<file path="src/rtl/sram_bank_ctrl.sv">
// sram_bank_ctrl: packs init words into NBANK-wide SRAM rows and serves single-row lookups over a shared bus
module sram_bank_ctrl #(
  parameter int ADDRW  = 19,
  parameter int DATAW  = 32,
  parameter int NBANK  = 4,
  parameter int WR_CYC = 2,
  parameter int RD_LAT = 2
) (
  input  logic                   CLK,
  input  logic                   RSTn,
  input  logic                   init_start,
  input  logic [ADDRW-1:0]       init_rows,
  input  logic                   init_valid,
  input  logic [DATAW-1:0]       init_data,
  output logic                   init_ready,
  output logic                   init_busy,
  output logic                   init_done,
  input  logic                   rd_valid,
  input  logic [ADDRW-1:0]       rd_addr,
  output logic                   rd_ready,
  output logic                   rsp_valid,
  output logic [NBANK*DATAW-1:0] rsp_data,
  output logic [NBANK-1:0]       SRAM_CS_n,
  output logic [NBANK-1:0]       SRAM_WR_n,
  output logic                   SRAM_OE_n,
  output logic [ADDRW-1:0]       SRAM_ADDR,
  output logic [NBANK*DATAW-1:0] SRAM_DQ_O,
  output logic                   SRAM_DQ_OE,
  input  logic [NBANK*DATAW-1:0] SRAM_DQ_I
);
  localparam int WCW = NBANK > 1 ? $clog2(NBANK) : 1;
  localparam int MXC = WR_CYC > RD_LAT ? WR_CYC : RD_LAT;
  localparam int CW  = $clog2(MXC + 1);
  localparam int RW  = NBANK * DATAW;
  typedef enum logic [2:0] {IDLE, FILL, WR_SETUP, WR_PULSE, WR_HOLD, RD_ACC, RD_DONE} state_t;
  state_t           state_q, state_d;
  logic [CW-1:0]    cnt_q, cnt_d;
  logic [WCW-1:0]   word_cnt_q, word_cnt_d;
  logic [ADDRW-1:0] row_cnt_q, row_cnt_d, rows_q, rows_d, raddr_q, raddr_d, addr_q, addr_d;
  logic [DATAW-1:0] words_q [NBANK];
  logic [DATAW-1:0] words_d [NBANK];
  logic [RW-1:0]    dq_o_q, dq_o_d, rsp_data_q, rsp_data_d, packed_row;
  logic [NBANK-1:0] cs_n_q, cs_n_d, wr_n_q, wr_n_d;
  logic             oe_n_q, oe_n_d, dq_oe_q, dq_oe_d, busy_q, busy_d;
  logic             done_q, done_d, rsp_valid_q, rsp_valid_d, wr_phase, rd_phase;
  always_comb begin
    state_d     = state_q;
    cnt_d       = cnt_q;
    word_cnt_d  = word_cnt_q;
    row_cnt_d   = row_cnt_q;
    rows_d      = rows_q;
    raddr_d     = raddr_q;
    words_d     = words_q;
    busy_d      = busy_q;
    done_d      = 1'b0;
    rsp_valid_d = 1'b0;
    rsp_data_d  = rsp_data_q;
    case (state_q)
      IDLE: begin
        if (init_start) begin
          state_d    = FILL;
          rows_d     = init_rows;
          row_cnt_d  = '0;
          word_cnt_d = '0;
          busy_d     = 1'b1;
        end else if (rd_valid) begin
          state_d = RD_ACC;
          raddr_d = rd_addr;
          cnt_d   = '0;
        end
      end
      FILL: begin
        if (init_valid) begin
          words_d[word_cnt_q] = init_data;
          state_d    = word_cnt_q == WCW'(NBANK - 1) ? WR_SETUP : FILL;
          word_cnt_d = word_cnt_q == WCW'(NBANK - 1) ? '0 : word_cnt_q + WCW'(1);
        end
      end
      WR_SETUP: begin
        state_d = WR_PULSE;
        cnt_d   = '0;
      end
      WR_PULSE: begin
        state_d = cnt_q == CW'(WR_CYC - 1) ? WR_HOLD : WR_PULSE;
        cnt_d   = cnt_q + CW'(1);
      end
      WR_HOLD: begin
        // rows_q of 0 wraps to all ones, so a full 2^ADDRW pass ends at the top row
        if (row_cnt_q == rows_q - ADDRW'(1)) begin
          state_d = IDLE;
          done_d  = 1'b1;
          busy_d  = 1'b0;
        end else begin
          state_d   = FILL;
          row_cnt_d = row_cnt_q + ADDRW'(1);
        end
      end
      RD_ACC: begin
        if (cnt_q == CW'(RD_LAT - 1)) begin
          state_d     = RD_DONE;
          rsp_data_d  = SRAM_DQ_I;
          rsp_valid_d = 1'b1;
        end else begin
          cnt_d = cnt_q + CW'(1);
        end
      end
      RD_DONE: state_d = IDLE;
      default: state_d = IDLE;
    endcase
    packed_row = '0;
    for (int k = 0; k < NBANK; k++) packed_row[k*DATAW +: DATAW] = words_d[k];
    // pins are registered from the next state so they line up with the state they belong to
    wr_phase = state_d inside {WR_SETUP, WR_PULSE, WR_HOLD};
    rd_phase = state_d == RD_ACC;
    cs_n_d   = (wr_phase || rd_phase) ? '0 : '1;
    wr_n_d   = state_d == WR_PULSE ? '0 : '1;
    oe_n_d   = !rd_phase;
    dq_oe_d  = wr_phase;
    addr_d   = state_d == WR_SETUP ? row_cnt_d : rd_phase ? raddr_d : addr_q;
    dq_o_d   = state_d == WR_SETUP ? packed_row : dq_o_q;
  end
  always_ff @(posedge CLK) begin
    if (!RSTn) begin
      state_q     <= IDLE;
      cnt_q       <= '0;
      word_cnt_q  <= '0;
      row_cnt_q   <= '0;
      rows_q      <= '0;
      raddr_q     <= '0;
      words_q     <= '{default: '0};
      busy_q      <= 1'b0;
      done_q      <= 1'b0;
      rsp_valid_q <= 1'b0;
      rsp_data_q  <= '0;
      cs_n_q      <= '1;
      wr_n_q      <= '1;
      oe_n_q      <= 1'b1;
      dq_oe_q     <= 1'b0;
      addr_q      <= '0;
      dq_o_q      <= '0;
    end else begin
      state_q     <= state_d;
      cnt_q       <= cnt_d;
      word_cnt_q  <= word_cnt_d;
      row_cnt_q   <= row_cnt_d;
      rows_q      <= rows_d;
      raddr_q     <= raddr_d;
      words_q     <= words_d;
      busy_q      <= busy_d;
      done_q      <= done_d;
      rsp_valid_q <= rsp_valid_d;
      rsp_data_q  <= rsp_data_d;
      cs_n_q      <= cs_n_d;
      wr_n_q      <= wr_n_d;
      oe_n_q      <= oe_n_d;
      dq_oe_q     <= dq_oe_d;
      addr_q      <= addr_d;
      dq_o_q      <= dq_o_d;
    end
  end
  assign init_ready = state_q == FILL;
  assign rd_ready   = RSTn && state_q == IDLE && !init_start;
  assign init_busy  = busy_q;
  assign init_done  = done_q;
  assign rsp_valid  = rsp_valid_q;
  assign rsp_data   = rsp_data_q;
  assign SRAM_CS_n  = cs_n_q;
  assign SRAM_WR_n  = wr_n_q;
  assign SRAM_OE_n  = oe_n_q;
  assign SRAM_ADDR  = addr_q;
  assign SRAM_DQ_O  = dq_o_q;
  assign SRAM_DQ_OE = dq_oe_q;
endmodule

</file>
<file path="config.mk">
export PLATFORM = sky130hd
export DESIGN_NAME = sram_bank_ctrl
export DESIGN_NICKNAME = d
export VERILOG_FILES = /design/src/rtl/sram_bank_ctrl.sv
export SDC_FILE = /design/constraint.sdc
export NUM_CORES = 1
export LEC_CHECK = 0
export ABC_AREA = 1
export CAP_MARGIN = 20
export CORE_MARGIN = 2
export CORE_UTILIZATION = 49
export CTS_BUF_LIST = sky130_fd_sc_hd__clkbuf_8
export CTS_CLUSTER_SIZE = 24
export DETAILED_ROUTE_END_ITERATION = 8
export GPL_TIMING_DRIVEN = 0
export PLACE_DENSITY_LB_ADDON = 0.15
export SETUP_SLACK_MARGIN = 0.2
export SYNTH_ARGS = -nofsm -noshare
export SYNTH_HDL_FRONTEND = slang
export SYNTH_SLANG_ARGS = --single-unit
</file>
<file path="constraint.sdc">
create_clock -name CLK -period 2.85 [get_ports CLK]
set_input_delay 0.285 -clock CLK [delete_from_list [all_inputs] [get_ports CLK]]
set_output_delay 0.285 -clock CLK [all_outputs]
set_load 0.05 [all_outputs]
</file>
# Word-level counts from Yosys, hierarchy flattened
# Index checks and enable logic that the tools add are counted.
# Widths: inputs -> output; s select.
word_totals:
  ff_bits: 480
  input_bits: 203
op_classes:
  addsub: 4
  magnitude_cmp: 2
  eq_ne: 18
  muxes: 36
  n_bitwise: 1
  reduce_logical: 19
ops:
  columns: ["cell", "n"]
  rows:
  - ["$mux 128", 2]
  - ["$mux 19", 7]
  - ["$bwmux 128", 1]
  - ["$demux 32 s2", 1]
  - ["$pmux 19 s2", 1]
  - ["$mux 32", 1]
  - ["$add 19x1->19 const B", 1]
  - ["$eq 19x19->1", 1]
  - ["$sub 19x1->19 const B", 1]
  - ["$pmux 3 s6", 1]
  - ["$mux 3", 5]
  - ["$mux 2", 7]
  - ["$eq 3x2->1 const B", 4]
  - ["$eq 3x3->1 const B", 4]
  - ["$ne 2x2->1 const B", 6]
  - ["$mux 4", 2]
  - ["$pmux 2 s4", 1]
  - ["$reduce_and 2->1", 4]
  - ["$reduce_and 3->1", 2]
  - ["$reduce_bool 2->1", 3]
  - ["$mux 1", 5]
  - ["$add 2x1->2 const B", 2]
  - ["$pmux 2 s2", 1]
  - ["$reduce_and 4->1", 1]
  - ["other kinds (13)", 16]

# Depth between registers and ports, before layout
# Gate-level depths: netlist of run 1.
logic_depth:
  depth_word: 8
  ltp_mapped: 19
  mapped_depth_nobuf: 19

# Worst setup path after synthesis of run 1
# No wires, ideal clock.
synth_timing:
  path_type: "register to register"
  from: "register state_q[0]"
  to: "register addr_q[14] (netlist: SRAM_ADDR[14])"
  setup_ps: 113
  t_arrival_ps: 2437
  path_slack_ps: 300
  stages_incl_launch_ff: 16
  n_path_buf: 1
  path_cell_list: "dfxtp_1 -> inv_2 -> nor2_1 -> inv_2 -> nor2_1 -> nand2_1 -> inv_2 -> nand2_1 -> inv_2 -> nor4_4 -> a21boi_2 -> buf_4 -> nand2_1 -> nand2_1 -> nand2_1 -> nand2_1"
synth_via:
  word_cells_on_any_way: 18
  classes_between: "eq/ne: 7; mux: 9; reduce/logical: 2"
synth_lines:
  columns: ["element", "line_no", "source"]
  rows:
  - ["start, declared", "36", "state_t state_q, state_d;"]
  - ["start signal, assigned", "142", "state_q <= state_d;"]
  - ["$eq 3x1->1 *", null, null]
  - ["via init_ready", "15", "output logic init_ready,"]
  - ["$pmux 3 s6 *", "58", "case (state_q)"]
  - ["$eq 3x2->1 or $eq 3x3->1 (tied branches)", "119, 114", null]
  - ["$mux 19 or $reduce_bool 2->1 (tied branches)", null, null]
  - ["end signal, assigned", "157", "addr_q <= addr_d;"]
  - ["end, declared", "39", "logic [ADDRW-1:0] row_cnt_q, row_cnt_d, rows_q, rows_d, raddr_q, raddr_d, addr_q, addr_d;"]
# Mark *: on every way through the listed nets, which the timed path passes. The rest lies on a longest branch. The select of a mux whose other input is x is not followed.
# A chain may end at the register's enable or synchronous reset.

# Final worst setup path of run 1
layout_timing:
  from: "register rows_q[1]"
  to: "register addr_q[0] (netlist: SRAM_ADDR[0])"
layout_via:
  elab_chain_len: 6
  word_cells_on_any_way: 10
  classes_between: "add/sub: 1; eq/ne: 3; mux: 5; reduce/logical: 1"
layout_rtl:
  columns: ["element", "line_no", "source"]
  rows:
  - ["start, declared", "39", null]
  - ["start signal, assigned", "146", "rows_q <= rows_d;"]
  - ["$sub 19x1->19 *", "89", "if (row_cnt_q == rows_q - ADDRW'(1)) begin"]
  - ["$eq 19x19->1 *", "89", null]
  - ["$mux 1", "89", null]
  - ["$pmux 3 s6", "58", null]
  - ["$eq 3x2->1 or $eq 3x3->1 (tied branches)", "119, 114", null]
  - ["$mux 19 or $reduce_bool 2->1 (tied branches)", null, null]
# Every way passes the cells marked *; elsewhere a longest branch is shown, timed or not.

==> flow_summary.json, run 1 <==
{
  "filler_cell_count": 2882,
  "avgViaCountPerCell": 5.337,
  "dominantRegCellSynth": "sky130_fd_sc_hd__dfxtp_1",
  "final_cell_mix": "618 x sky130_fd_sc_hd__nor2_1, 488 x sky130_fd_sc_hd__clkdlybuf4s50_1, 442 x sky130_fd_sc_hd__dfxtp_1",
  "syn_nets": 2421,
  "total_power_mw": 13.75,
  "place.detailed.instances": 3157,
  "worstSetupEndpointType": "flip-flop",
  "irDropWorstVdd_uv": 365.8,
  "route.final.wire_length_mm": 65.49,
  "clock_tree.htree_level_count": 3,
  "layout_worst_path_cycle_share_pct": 90.14,
  "root_buffer": "sky130_fd_sc_hd__clkbuf_8",
  "dr_vias": 17639,
  "fraction_of_final_layout_cells_with_drive_strength_greater_than_1_pct": 8.020,
  "tritoncts": "yes",
  "rows": 68,
  "worstMarginPinSlew_ns": 0.8893,
  "die_area_mm2": 0.03660,
  "buffer_ports.inserted": 490,
  "drt_first_iter_violations": 1212,
  "whs_ns": 0.1132,
  "postSynth.asyncResetShare_pct": 0,
  "ys_seq_area_share_pct": 51.47,
  "critPathRequiredTime_ns": 3.40,
  "cpMaxStageDelayCell": "sky130_fd_sc_hd__dfxtp_1",
  "antenna_violations_before_repair": 6,
  "number_of_setup_violations_in_the_final_report": 0,
  "cts-buffers-inserted": 73,
  "routed_antenna_nets": 0,
  "timing.fmax_mhz": 389.2,
  "post_synthesis_cell_type_count": 40,
  "dpl.hpwl_mm": 49.87,
  "slew_viol_final": 0,
  "overflow": 0,
  "maxSlewHeadroom_pct": 40.71,
  "place_congestion": 0.9268,
  "number_of_flops_mapped_to_enable_cells_by_yosys": 0,
  "synth.ff_latch_count": 442,
  "timing.final.crit_period_ns": 2.569,
  "clock_sink_count": 442,
  "grt_pass1_vias": 17070,
  "flow.area_growth_from_synthesis_pct": 41.84,
  "series_of_cell_instances_along_the_critical_path": "inv_1 -> ha_4 -> nand3_4 -> nor2_4 -> buf_4 -> nand2_1 -> nand2_2 -> nand3_2 -> nor3_4 -> nand3_4 -> nand2_8 -> buf_4 -> nand2_1 -> nand2_1 -> nand4_1 -> nand3_1",
  "drt_pass1_iterations": 5,
  "finalNetCount": 3002,
  "maximum_number_of_pins_on_one_net_before_global_route_repair": 11,
  "die_w_um": 191.3,
  "ff2ff_setup_slack_ns": 0.28,
  "hold_path.class": "input pin to flip-flop",
  "worst-path-max-fanout": 8,
  "critPathMostFrequentCell": "sky130_fd_sc_hd__nand2_1",
  "timing.critical_path.max_delay_family": "simple AND/OR/NAND/NOR gates",
  "cts_buffer_depth": 3,
  "worstSetupPathType": "flip-flop to flip-flop",
  "leakagePower_nw": 10.14,
  "crit_path_start_kind": "flip-flop",
  "die_h_um": 191.3,
  "finalNonFillerCells": 3305,
  "path_clk_slew_ns": 0.06,
  "ios": 493,
  "layout_commonest_cell": "sky130_fd_sc_hd__nor2_1",
  "worst-endpoint-arrival_ns": 3.12,
  "yosysWarningCount": 0,
  "syn_area_per_cell_um2": 7.776,
  "synthesis.area_mm2": 0.01719,
  "core_region_area_mm2": 0.03454,
  "grt_pass1_wl_mm": 97.11,
  "avgRoutedWirePerCell_um": 19.82,
  "fin_worst_skew_ns": 0.02733,
  "latest_clock_arrival_within_the_worst_skew_pair_ns": 0.63,
  "cellPowerDensity_mw_per_mm2": 563.9,
  "rsz_0062_raised_after_global_routing": "true",
  "hold_violations": 0,
  "drt_drc_violations_left": 0,
  "initial_utilization_pct": 49.77,
  "status": "finished clean",
  "cp_num_buf_inv": 3,
  "cap_violations": 0,
  "placement_stage_cell_area_mm2": 0.02267,
  "timing.critical_path.slowest_cell_delay_ns": 0.30,
  "stdcell_area_mm2": 0.02439,
  "grt_usage_pct": 34.84,
  "netlist_instances": 2211
}
what timing repair did:
item,CTS,global route
cloned,0,1
resized for setup,6,45
pin swaps,3,7
hold buffers,0,0
setup endpoints to repair,29,230
buffers inserted,7,7
cell type report:
type                    instances  area (µm²)  share of cell area [%]
diodes                          7       17.52                 0.07183
clock inverters                32       183.9                  0.7542
repair buffers                506        5022                   20.60
flip-flops and latches        442        8848                   36.29
well taps                     455       569.3                   2.335
plain buffers                 158       698.2                   2.863
clock buffers                  94        1294                   5.305
multi-input cells            1491        7302                   29.94
inverters                     120       450.4                   1.847
cell usage after synthesis, types with 6 or more instances:
| master | number | area (µm²) |
|---|---|---|
| sky130_fd_sc_hd__buf_2 | 34 | 170.2 |
| sky130_fd_sc_hd__clkbuf_1 | 112 | 420.4 |
| sky130_fd_sc_hd__inv_2 | 12 | 45.04 |
| sky130_fd_sc_hd__nand3_1 | 82 | 410.4 |
| sky130_fd_sc_hd__o21ai_0 | 167 | 835.8 |
| sky130_fd_sc_hd__buf_4 | 7 | 52.55 |
| sky130_fd_sc_hd__mux2i_1 | 21 | 210.2 |
| sky130_fd_sc_hd__o21ai_1 | 6 | 30.03 |
| sky130_fd_sc_hd__inv_1 | 107 | 401.6 |
| sky130_fd_sc_hd__nor2_1 | 625 | 2346 |
| sky130_fd_sc_hd__xor2_1 | 25 | 219.0 |
| sky130_fd_sc_hd__nand2_1 | 214 | 803.3 |
| sky130_fd_sc_hd__nand4_1 | 37 | 231.5 |
| sky130_fd_sc_hd__xnor2_1 | 6 | 52.55 |
| sky130_fd_sc_hd__nor2_4 | 6 | 67.56 |
| sky130_fd_sc_hd__a211oi_1 | 124 | 930.9 |
| sky130_fd_sc_hd__a21oi_1 | 126 | 630.6 |
| sky130_fd_sc_hd__dfxtp_1 | 442 | 8848 |
| sky130_fd_sc_hd__or2_2 | 9 | 56.30 |
| sky130_fd_sc_hd__ha_1 | 7 | 87.58 |
| sky130_fd_sc_hd__nor3_1 | 11 | 55.05 |
cell families (layout without fill, tap and decap cells):
group / after synthesis / in the layout / synth area share, %
simple gates: 1004 / 1004 / 24.19
flops: 442 / 442 / 51.47
compound gates: 428 / 428 / 14.50
buf+inv: 278 / 910 / 6.528
xor+xnor: 31 / 31 / 1.579
mux: 21 / 21 / 1.223
fa+ha+maj: 7 / 7 / 0.5094
other cells: 0 / 7 / 0
metal layers:
metal | up-vias | global-route usage (%) | routed length [µm]
li1 | 8419 | - | -
met1 | 8311 | 42.89 | 26690
met2 | 752 | 55.61 | 29950
met3 | 157 | 11.00 | 6048
met4 | 0 | 15.98 | 2811
met5 | - | 0 | 0
report_power, final:
part | leakage (nW) | internal (mW) | switching [mW]
Combinational | 5.74 | 0.663 | 1.07
Clock | 0.835 | 3.05 | 2.57
Sequential | 3.57 | 6.31 | 0.0856
Total | 10.1 | 10.0 | 3.72
sequential cells by signal, summed over array words and instances (netlist names), 2 cells and up:
register / cells
SRAM_DQ_O: 128
word_cnt_q: 2
cnt_q: 2
raddr_q: 19
state_q: 3
rows_q: 19
words_q: 96
rsp_data: 128
row_cnt_q: 19
SRAM_ADDR: 19
worst register-to-register path: cells and delay by family (launching register included):
| family | cells | cell delay, ns |
|---|---|---|
| buf+inv | 3 | 0.40 |
| fa+ha+maj | 1 | 0.18 |
| simple gates | 12 | 1.64 |
| flops | 1 | 0.30 |
worst paths after layout:
check | startpoint | end | cells past startpoint
setup reg to reg | rows_q[1] | SRAM_ADDR[0] | 16
hold / removal | init_start | rows_q[16] | 3
hold reg to reg | cnt_q[0] | cnt_q[0] | 1
setup / recovery | rows_q[1] | SRAM_ADDR[0] | 16
metrics by stage:
step	worst slack, ns	utilization, %	TNS, ns
floorplan	0.3004	-	0
global placement	-0.3040	65.62	-0.3040
detailed placement	-0.3495	65.64	-0.3495
CTS	0.1036	70.08	0
global route	0.1651	70.60	0
finish	0.2810	70.60	0
Note: power is estimated with default switching activity, not from simulation.
==> inputs of run 2 (changes only) <==
SKIP_LAST_GASP = 1   (was not set)
==> results of run 2 <==
Same layout as run 1: the final DEF is identical, and so are final timing and power.
